File: src/rtl/cotm32_pkg.sv
// Shared core constants: machine interrupt bit positions, cause codes and the
// interrupt controller state type.
package cotm32_pkg;

  localparam int XLEN = 32;

  localparam int MIP_MSIP = 3;
  localparam int MIP_MTIP = 7;
  localparam int MIP_MEIP = 11;

  localparam logic [3:0] IRQ_CODE_MSI = 4'd3;
  localparam logic [3:0] IRQ_CODE_MTI = 4'd7;
  localparam logic [3:0] IRQ_CODE_MEI = 4'd11;

  typedef enum logic [1:0] {
    IDLE,
    REQ,
    INTRAP
  } irq_state_e;

  // Interrupt mcause: interrupt flag in the MSB, code zero-extended below it.
  function automatic logic [XLEN-1:0] irq_cause(input logic [3:0] code);
    logic [XLEN-1:0] c;
    c            = '0;
    c[XLEN-1]    = 1'b1;
    c[3:0]       = code;
    return c;
  endfunction

endpackage

File: src/rtl/irq_ctrl_if.sv
// Interrupt controller bus: pending sources and CSR inputs in, mip view and
// trap request out. slave = controller side, master = core/peripheral side.
interface irq_ctrl_if;

  logic                        i_mtip;
  logic                        i_msip;
  logic                        i_meip_async;
  logic                        i_mstatus_mie;
  logic [cotm32_pkg::XLEN-1:0] i_mie;
  logic                        i_take;
  logic                        i_mret;
  logic [cotm32_pkg::XLEN-1:0] o_mip;
  logic                        o_irq_req;
  logic [cotm32_pkg::XLEN-1:0] o_irq_cause;

  modport slave (
    input  i_mtip, i_msip, i_meip_async, i_mstatus_mie, i_mie, i_take, i_mret,
    output o_mip, o_irq_req, o_irq_cause
  );

  modport master (
    output i_mtip, i_msip, i_meip_async, i_mstatus_mie, i_mie, i_take, i_mret,
    input  o_mip, o_irq_req, o_irq_cause
  );

endinterface

File: src/rtl/sync_ff.sv
// Generic N-stage single-bit synchronizer; output follows d after STAGES clocks.
module sync_ff #(
  parameter int STAGES = 2
) (
  input  logic clk,
  input  logic rst,
  input  logic d,
  output logic q
);

  logic [STAGES-1:0] ff;

  always_ff @(posedge clk or posedge rst) begin
    if (rst) begin
      ff <= '0;
    end else begin
      ff <= {ff[STAGES-2:0], d};
    end
  end

  assign q = ff[STAGES-1];

endmodule

File: src/rtl/irq_ctrl.sv
// Machine-mode interrupt controller: mip view, mie/MIE masking, fixed priority,
// held trap request. IRQ_CTRL_EXT_EDGE_EN makes MEIP a sticky edge-set bit.
module irq_ctrl
  import cotm32_pkg::*;
#(
  parameter int SYNC_STAGES = 2
) (
  input  logic       i_clk,
  input  logic       i_rst,
  irq_ctrl_if.slave  bus
);

  irq_state_e      state_q, state_d;
  logic [XLEN-1:0] cause_q, cause_d;
  logic [XLEN-1:0] mip;
  logic            mtip_q, msip_q, meip, meip_sync;
  logic            pend_mei, pend_msi, pend_mti;
  logic            unused_mie_bits;

  sync_ff #(.STAGES(SYNC_STAGES)) u_meip_sync (
    .clk (i_clk),
    .rst (i_rst),
    .d   (bus.i_meip_async),
    .q   (meip_sync)
  );

  always_ff @(posedge i_clk or posedge i_rst) begin
    if (i_rst) begin
      mtip_q <= 1'b0;
      msip_q <= 1'b0;
    end else begin
      mtip_q <= bus.i_mtip;
      msip_q <= bus.i_msip;
    end
  end

`ifdef IRQ_CTRL_EXT_EDGE_EN
  logic meip_prev, meip_pend, take_mei;

  assign take_mei = bus.i_take && (state_q == REQ) && (cause_q[3:0] == IRQ_CODE_MEI);

  // A fresh rising edge beats the clear from accepting the previous one.
  always_ff @(posedge i_clk or posedge i_rst) begin
    if (i_rst) begin
      meip_prev <= 1'b0;
      meip_pend <= 1'b0;
    end else begin
      meip_prev <= meip_sync;
      if (meip_sync && !meip_prev) begin
        meip_pend <= 1'b1;
      end else if (take_mei) begin
        meip_pend <= 1'b0;
      end
    end
  end

  assign meip = meip_pend;
`else
  assign meip = meip_sync;
`endif

  always_comb begin
    mip           = '0;
    mip[MIP_MSIP] = msip_q;
    mip[MIP_MTIP] = mtip_q;
    mip[MIP_MEIP] = meip;
  end

  assign pend_mei = mip[MIP_MEIP] & bus.i_mie[MIP_MEIP];
  assign pend_msi = mip[MIP_MSIP] & bus.i_mie[MIP_MSIP];
  assign pend_mti = mip[MIP_MTIP] & bus.i_mie[MIP_MTIP];

  assign unused_mie_bits = ^{bus.i_mie[XLEN-1:12], bus.i_mie[10:8],
                             bus.i_mie[6:4], bus.i_mie[2:0]};

  always_ff @(posedge i_clk or posedge i_rst) begin
    if (i_rst) begin
      state_q <= IDLE;
      cause_q <= '0;
    end else begin
      state_q <= state_d;
      cause_q <= cause_d;
    end
  end

  // Cause is captured only on IDLE->REQ, so it stays frozen while requesting.
  always_comb begin
    state_d = state_q;
    cause_d = cause_q;
    case (state_q)
      IDLE: begin
        if (bus.i_mstatus_mie && (pend_mei || pend_msi || pend_mti)) begin
          state_d = REQ;
          if (pend_mei) begin
            cause_d = irq_cause(IRQ_CODE_MEI);
          end else if (pend_msi) begin
            cause_d = irq_cause(IRQ_CODE_MSI);
          end else begin
            cause_d = irq_cause(IRQ_CODE_MTI);
          end
        end
      end
      REQ: begin
        if (bus.i_take) begin
          state_d = INTRAP;
        end else if (!bus.i_mstatus_mie) begin
          state_d = IDLE;
        end
      end
      INTRAP: begin
        if (bus.i_mret) begin
          state_d = IDLE;
        end
      end
      default: state_d = IDLE;
    endcase
  end

  assign bus.o_mip       = mip;
  assign bus.o_irq_req   = (state_q == REQ);
  assign bus.o_irq_cause = cause_q;

endmodule

File: src/flat_wrapper.sv
// flat-port wrapper written by rule: the top's interface ports become plain ports
module irq_ctrl_flat import cotm32_pkg::*;
#(
  parameter int SYNC_STAGES = 2
)
  (i_clk, i_rst, bus_i_mtip, bus_i_msip, bus_i_meip_async, bus_i_mstatus_mie, bus_i_mie, bus_i_take, bus_i_mret, bus_o_mip, bus_o_irq_req, bus_o_irq_cause);
  irq_ctrl_if bus_i ();
  input  logic i_clk;
  input  logic i_rst;
  input wire logic [$bits(bus_i.i_mtip)-1:0] bus_i_mtip;
  input wire logic [$bits(bus_i.i_msip)-1:0] bus_i_msip;
  input wire logic [$bits(bus_i.i_meip_async)-1:0] bus_i_meip_async;
  input wire logic [$bits(bus_i.i_mstatus_mie)-1:0] bus_i_mstatus_mie;
  input wire logic [$bits(bus_i.i_mie)-1:0] bus_i_mie;
  input wire logic [$bits(bus_i.i_take)-1:0] bus_i_take;
  input wire logic [$bits(bus_i.i_mret)-1:0] bus_i_mret;
  output wire logic [$bits(bus_i.o_mip)-1:0] bus_o_mip;
  output wire logic [$bits(bus_i.o_irq_req)-1:0] bus_o_irq_req;
  output wire logic [$bits(bus_i.o_irq_cause)-1:0] bus_o_irq_cause;
  assign bus_i.i_mtip = bus_i_mtip;
  assign bus_i.i_msip = bus_i_msip;
  assign bus_i.i_meip_async = bus_i_meip_async;
  assign bus_i.i_mstatus_mie = bus_i_mstatus_mie;
  assign bus_i.i_mie = bus_i_mie;
  assign bus_i.i_take = bus_i_take;
  assign bus_i.i_mret = bus_i_mret;
  assign bus_o_mip = bus_i.o_mip;
  assign bus_o_irq_req = bus_i.o_irq_req;
  assign bus_o_irq_cause = bus_i.o_irq_cause;
  irq_ctrl #(.SYNC_STAGES(SYNC_STAGES)) u_core (.i_clk(i_clk), .i_rst(i_rst), .bus(bus_i));
endmodule
File: config.mk
export PLATFORM = sky130hd
export DESIGN_NAME = irq_ctrl_flat
export DESIGN_NICKNAME = d
export VERILOG_FILES = /design/src/rtl/cotm32_pkg.sv /design/src/rtl/irq_ctrl_if.sv /design/src/rtl/sync_ff.sv /design/src/rtl/irq_ctrl.sv /design/src/flat_wrapper.sv
export SDC_FILE = /design/constraint.sdc
export NUM_CORES = 1
export LEC_CHECK = 0
export BUFFER_PORTS_ARGS = -buffer_cell sky130_fd_sc_hd__buf_2
export CORE_ASPECT_RATIO = 1.75
export CORE_MARGIN = 2
export CORE_UTILIZATION = 34
export DETAILED_ROUTE_END_ITERATION = 10
export GPL_TIMING_DRIVEN = 0
export MAX_ROUTING_LAYER = met4
export PLACE_DENSITY = 0.95
export SLEW_MARGIN = 20
export SYNTH_ARGS = -nofsm -noshare
export SYNTH_HDL_FRONTEND = slang
export SYNTH_SLANG_ARGS = --single-unit
File: constraint.sdc
create_clock -name i_clk -period 1.9 [get_ports i_clk]
set_input_delay 0.285 -clock i_clk [delete_from_list [all_inputs] [get_ports i_clk]]
set_output_delay 0.285 -clock i_clk [all_outputs]
set_load 0.05 [all_outputs]
==> results of run 1 <==
[worst reg2reg max path: cells and delay by family (launching register included)]
family             cells  cell delay [ns]
AOI/OAI and AO/OA      1             0.45
DFF                    1             0.40
muxes                  1             0.23
and+or+nand+nor        1             0.04
[flip-flops by register name (all words and copies together) (netlist names)]
signal and count:
u_core.state_q 2, u_core.mtip_q 1, u_core.bus.o_irq_cause 3, u_core.msip_q 1, u_core.u_meip_sync.ff 2
[power groups by stage]
stage	registers [W]	clock network (W)	logic, W
6_report	0.000227	0.000212	0.000475
5_1_grt	0.000229	0.000236	0.000502
4_1_cts	0.000227	0.000220	0.000471
3_5_place_dp	0.000229	0	0.000471
3_3_place_gp	0.000228	0	0.000468
2_1_floorplan	0.000269	0	0.000393
[final cells by class]
type | count | area [um2] | share of cell area (%)
buffer | 61 | 458 | 38.6
multi-input combinational | 72 | 327 | 27.6
sequential | 9 | 225 | 19.0
timing repair buffer | 19 | 95.1 | 8.03
clock buffer | 4 | 45.0 | 3.80
tap | 25 | 31.3 | 2.64
inverter | 1 | 3.75 | 0.317
[routing by layer]
layer	track usage [%]	vias to the layer above
li1	-	321
met1	8.50	246
met2	17.6	58
met3	2.92	0
met4	5.00	0
met5	-	-
[cells in the mapped netlist (all sizes together), types with 2 or more instances]
cell	n
buf	61
nor2	2
a22oi	2
nand2	2
dfrtp	9
o21ai	2
[per-stage QoR]
| step | hold slack, ns | cells | setup slack [ns] |
|---|---|---|---|
| 6_report | 0.00887 | 191 | 0.516 |
| 5_1_grt | 0.0206 | 191 | 0.446 |
| 4_1_cts | 0.0229 | 191 | 0.502 |
| 3_5_place_dp | 0.265 | 187 | 0.636 |
| 3_3_place_gp | 0.259 | 187 | 0.708 |
| 2_1_floorplan | 0.113 | 143 | 0.698 |
[kinds of logic (layout without fill, tap and decap cells)]
| group | Yosys count | in the layout |
|---|---|---|
| muxes | 1 | 1 |
| DFF | 9 | 9 |
| buffers and inverters | 62 | 85 |
| AOI/OAI and AO/OA | 8 | 8 |
| other | 1 | 56 |
| and+or+nand+nor | 7 | 7 |
[worst paths after layout]
path,slack [ns],start,cells after the start,endpoint
worst max-delay path,0.52,u_core.state_q[1],2,bus_o_irq_req
worst min-delay path,0.009,i_rst,2,u_core.state_q[1]
worst max register to register,0.65,u_core.msip_q,3,u_core.state_q[0]
worst min register to register,0.35,u_core.u_meip_sync.ff[0],0,u_core.u_meip_sync.ff[1]
max in group asynchronous,1.64,i_rst,2,u_core.bus.o_irq_cause[2]
min in group i_clk,0.16,bus_i_meip_async,1,u_core.u_meip_sync.ff[0]
==> impl_metrics.py, run 1 <==
metrics = {
    "synth": {
        "yosysSeqAreaShare_pct": 27.9,
        "synthMuxAreaShare_pct": 1.40,
        "yosysTopAreaCellShare_pct": 56.7,
        "yosys.area.top_type": "buf_4",
        "synth_compound_area_share_pct": 7.75,
        "synthArstFlopShare_pct": 100,
        "synthAdderAreaFrac_pct": 0,
        "synth_area_leaders": "buf_4 (57%), dfrtp_1 (28%), a22oi_1 (1.9%)",
        "synth-edff-count": 0,
        "synthCells": 88,
        "netlist_area_um2": 807,
        "ys_warn_count": 0,
        "synth_flop_cell": "dfrtp_1",
        "synth_top_family_by_area": "buffers and inverters",
        "ys_ff_latch": 9,
        "syn_area_per_cell_um2": 9.17,
        "yosysUniqueCellTypes": 17,
        "synth-simple-area-share_pct": 5.27,
        "synth-xor-area-share_pct": 0,
    },
    "place": {
        "routabilityCongestion": 0.608,
        "place_area_um2": 1140,
        "dp.final_hpwl_um": 1210,
        "port_buffers": 19,
    },
    "route": {
        "drtIter0Drc": 6,
        "wl_met3_um": 244,
        "vias_per_cell": 3.27,
        "route.top_layer_used": "met3",
        "wl_met1_um": 358,
        "postRouteAntennaNets": 0,
        "wirelength_um": 1260,
        "wl_per_cell_um": 6.61,
        "wl_met2_um": 661,
        "vias": 625,
        "drc": 0,
        "dr.pass1.iters": 4,
    },
    "critical_path": {
        "crit_path_max_fanout": 4,
        "cp_num_buf_inv": 1,
        "max_stage_delay_ns": 0.39,
        "worstPathArrival_ns": 1.10,
        "cpMaxStageDelayCell": "dfrtp_1",
        "path_cells": "and2b_2, buf_2",
        "cpLargestDelayFamily": "flip-flops",
        "critical_path_class": "flip-flop to output pin",
        "crit_path_start_kind": "flip-flop",
        "end_kind": "output pin",
        "worstPathRequired_ns": 1.62,
    },
    "floorplan": {
        "dieArea_um2": 2790,
        "pin_count": 105,
        "core_um2": 2270,
        "initial_core_util_pct": 35.5,
        "row_count": 23,
        "die-height_um": 68.5,
        "fp.dieW_um": 40.8,
    },
    "finish": {
        "syn_to_final_growth_pct": 46.8,
        "drive_above_1_share_pct": 53.0,
        "final_common_cell": "buf_4",
        "fin_area_um2": 1180,
        "antenna_cells": 0,
        "fillers": 217,
        "layout_common_cells": "buf_4 (61), conb_1 (56), buf_2 (19), dfrtp_1 (9), clkbuf_8 (3)",
        "nNetsFinal": 207,
        "utilization_pct": 52.1,
    },
    "sta": {
        "max_freq_mhz": 723,
        "finalSetupTns_ns": 0,
        "rsz0062_at_grt": "false",
        "period_share_pct": 72.8,
        "setup_viol": 0,
        "hold_viol_final": 0,
        "period_needed_ns": 1.38,
        "finalMaxSlewViolations": 0,
        "skew_ns": 0.000675,
    },
    "power_and_ir_drop": {
        "switchingPower_w": 0.000429,
        "pwr-share-clk_pct": 23.2,
        "p_total_w": 0.000913,
        "p_int_w": 0.000484,
        "pwr-share-comb_pct": 52.0,
        "cellPowerDensity_nw_per_um2": 771,
        "sw_frac_of_total_pct": 47.0,
        "vdd_drop_max_v": 0.000330,
        "power.leakage_nw": 0.759,
        "p_seq_share_pct": 24.8,
    },
    "global_route": {
        "antenna_found_initial": 0,
        "grt_pass1_vias": 458,
        "grt_max_degree": 10,
        "overflow": 0,
        "grt_usage_pct": 9.85,
        "grt_pass1_wl_um": 1820,
    },
    "clock_tree": {
        "clk_latency_ns": 0.22,
        "cts_buffer_depth": 2,
        "cts_resized": 0,
        "cts-root-buf": "clkbuf_8",
        "cts.htree.levels": 1,
        "path_clk_slew_ns": 0.04,
        "cts_tree": "yes",
        "cts_num_sinks": 9,
        "ctsHoldBuffers": 0,
        "cts_buffers": 3,
        "cts_setup_buffers": 0,
    },
    "min_path": {
        "hp-class": "primary input to async pin",
    },
    "job": {
        "cap_violations": 0,
    },
    "outcome": {
        "outcome": "finished clean",
    },
}
Note: power is estimated with default switching activity, not from simulation.
==> run 2: changes to the inputs <==
Settings changed: CORE_UTILIZATION 34 to 31, PLACE_DENSITY 0.95 to 0.88.
Clock period 1.9 ns to 1.3 ns, I/O delays scaled along.
==> run 2 against run 1 <==
Compared with the run above: critical path type unchanged; global-route usage decreased by 2.4 points; critical path depth unchanged; largest power group unchanged; via count down 3.8%; clock power grew 45%; non-clock buffer count is 1 higher; cell area grew 1.2%; die area is 8.9% higher; worst setup slack got worse by 0.45 ns; sequential share of layout area is 0.22 points lower; total power is 47% higher.
==> impl_metrics.py, run 2 (same netlist as run 1, synthesis figures left out) <==
metrics = {
    "sta": {
        "period_share_pct": 94.9,
        "holdWs_ns": 0.0758,
        "finalSetupTns_ns": 0,
        "period_needed_ns": 1.23,
        "max_freq_mhz": 811,
        "hold_viol_final": 0,
        "setup_viol": 0,
        "rsz0062_at_grt": "false",
        "finalMaxSlewViolations": 0,
        "skew_ns": 0.000726,
    },
    "floorplan": {
        "die-height_um": 71.5,
        "pin_count": 105,
        "core_um2": 2490,
        "row_count": 24,
        "fp.dieW_um": 42.6,
        "initial_core_util_pct": 32.4,
        "dieArea_um2": 3040,
    },
    "place": {
        "routabilityCongestion": 0.711,
        "dp.final_hpwl_um": 1180,
        "dp_cells": 188,
        "port_buffers": 19,
    },
    "clock_tree": {
        "cts.htree.levels": 1,
        "clk_latency_ns": 0.22,
        "cts-root-buf": "clkbuf_8",
        "cts_num_sinks": 9,
        "path_clk_slew_ns": 0.04,
        "cts_tree": "yes",
        "cts_buffers": 3,
        "cts_setup_buffers": 0,
        "cts_buffer_depth": 2,
    },
    "critical_path": {
        "crit_path_max_fanout": 4,
        "cpMaxStageDelayCell": "dfrtp_1",
        "cp_num_buf_inv": 1,
        "r2r-start": "u_core.mtip_q",
        "cp.depth": 2,
        "critical_path_class": "flip-flop to output pin",
        "end_kind": "output pin",
        "rrSetupSlack_ns": 0.11,
        "worstPathRequired_ns": 1.11,
        "crit_path_start_kind": "flip-flop",
        "path_cells": "and2b_2, buf_4",
        "r2r_end": "u_core.state_q[0]",
        "cpLargestDelayFamily": "flip-flops",
        "rr_worst_depth": 3,
        "worstPathArrival_ns": 1.04,
        "startpoint": "u_core.state_q[1]",
        "max_stage_delay_ns": 0.40,
    },
    "global_route": {
        "grt_pass1_wl_um": 1700,
        "antenna_found_initial": 0,
        "overflow": 0,
        "grt_pass1_vias": 444,
        "grt_max_degree": 10,
        "grt_usage_pct": 7.40,
    },
    "min_path": {
        "hold_depth": 1,
        "worstHoldStart": "bus_i_mtip",
        "hold_end": "u_core.mtip_q",
        "hp-class": "primary input to flip-flop",
    },
    "finish": {
        "antenna_cells": 0,
        "layout_common_cells": "buf_4 (62), conb_1 (56), buf_2 (18), dfrtp_1 (9), clkbuf_8 (3)",
        "drive_above_1_share_pct": 52.7,
        "syn_to_final_growth_pct": 48.5,
        "utilization_pct": 48.1,
        "largest_register_ffs": 3,
        "nNetsFinal": 208,
        "instances_no_fill": 193,
        "final_common_cell": "buf_4",
    },
    "route": {
        "dr.pass1.iters": 6,
        "vias": 601,
        "wl_per_cell_um": 6.45,
        "wirelength_um": 1250,
        "drtIter0Drc": 8,
        "vias_per_cell": 3.11,
        "drc": 0,
        "postRouteAntennaNets": 0,
    },
    "power_and_ir_drop": {
        "vdd_drop_max_v": 0.000524,
        "power.leakage_nw": 0.763,
        "cellPowerDensity_nw_per_um2": 1120,
    },
    "outcome": {
        "outcome": "finished clean",
    },
    "job": {
        "cap_violations": 0,
    },
}
run 2: final cells by class:
type	count	area [um2]
fill	246	1290
buffer	61	458
multi-input combinational	72	327
sequential	9	225
timing repair buffer	20	108
clock buffer	4	45.0
tap	26	32.5
inverter	1	3.75
run 2: per-stage QoR:
stage               setup slack, ns  instance area, um2  power (W)
floorplan                     0.163                1010   0.000968
CTS                          0.0534                1200    0.00135
global placement             0.0689                1140    0.00102
global route                 0.0123                1200    0.00140
finish                       0.0664                1200    0.00134
detailed placement           0.0845                1140    0.00103
run 2: worst register-to-register path, delay by kind of cell (launching register included):
family,cells,cell delay (ns)
AO/OA/AOI/OAI,1,0.41
flip-flops,1,0.40
multiplexers,1,0.23
AND/OR/NAND/NOR,1,0.04
run 2: routing by layer:
metal / part of all wire (%) / up-vias / track usage [%] / wire [um]
li1: - / 321 / - / -
met1: 28 / 223 / 5.83 / 353
met2: 52 / 57 / 14.9 / 644
met3: 20 / 0 / 2.77 / 248
met4: 0 / 0 / 2.08 / 0
met5: 0 / - / - / 0
run 2: what timing repair did:
action	4_1_cts	5_1_grt
endpoints found under the setup margin	1	1
pin swaps	0	1
gates resized for setup	1	0
hold buffers	1	0
hold endpoints to repair	9	0
run 2: power breakdown:
group / switching, W / internal, W / leakage [nW]
clock: 0.0000954 / 0.000212 / 0.0228
combinational: 0.000512 / 0.000188 / 0.634
sequential: 0.0000196 / 0.000312 / 0.106
run 2: worst max-delay path by stage:
stage                                end  slack, ns
4_1_cts                    bus_o_irq_req       0.05
5_1_grt                u_core.state_q[0]       0.01
2_1_floorplan  u_core.bus.o_irq_cause[2]       0.16
3_5_place_dp           u_core.state_q[0]       0.08
6_report                   bus_o_irq_req       0.07
3_3_place_gp           u_core.state_q[0]       0.07
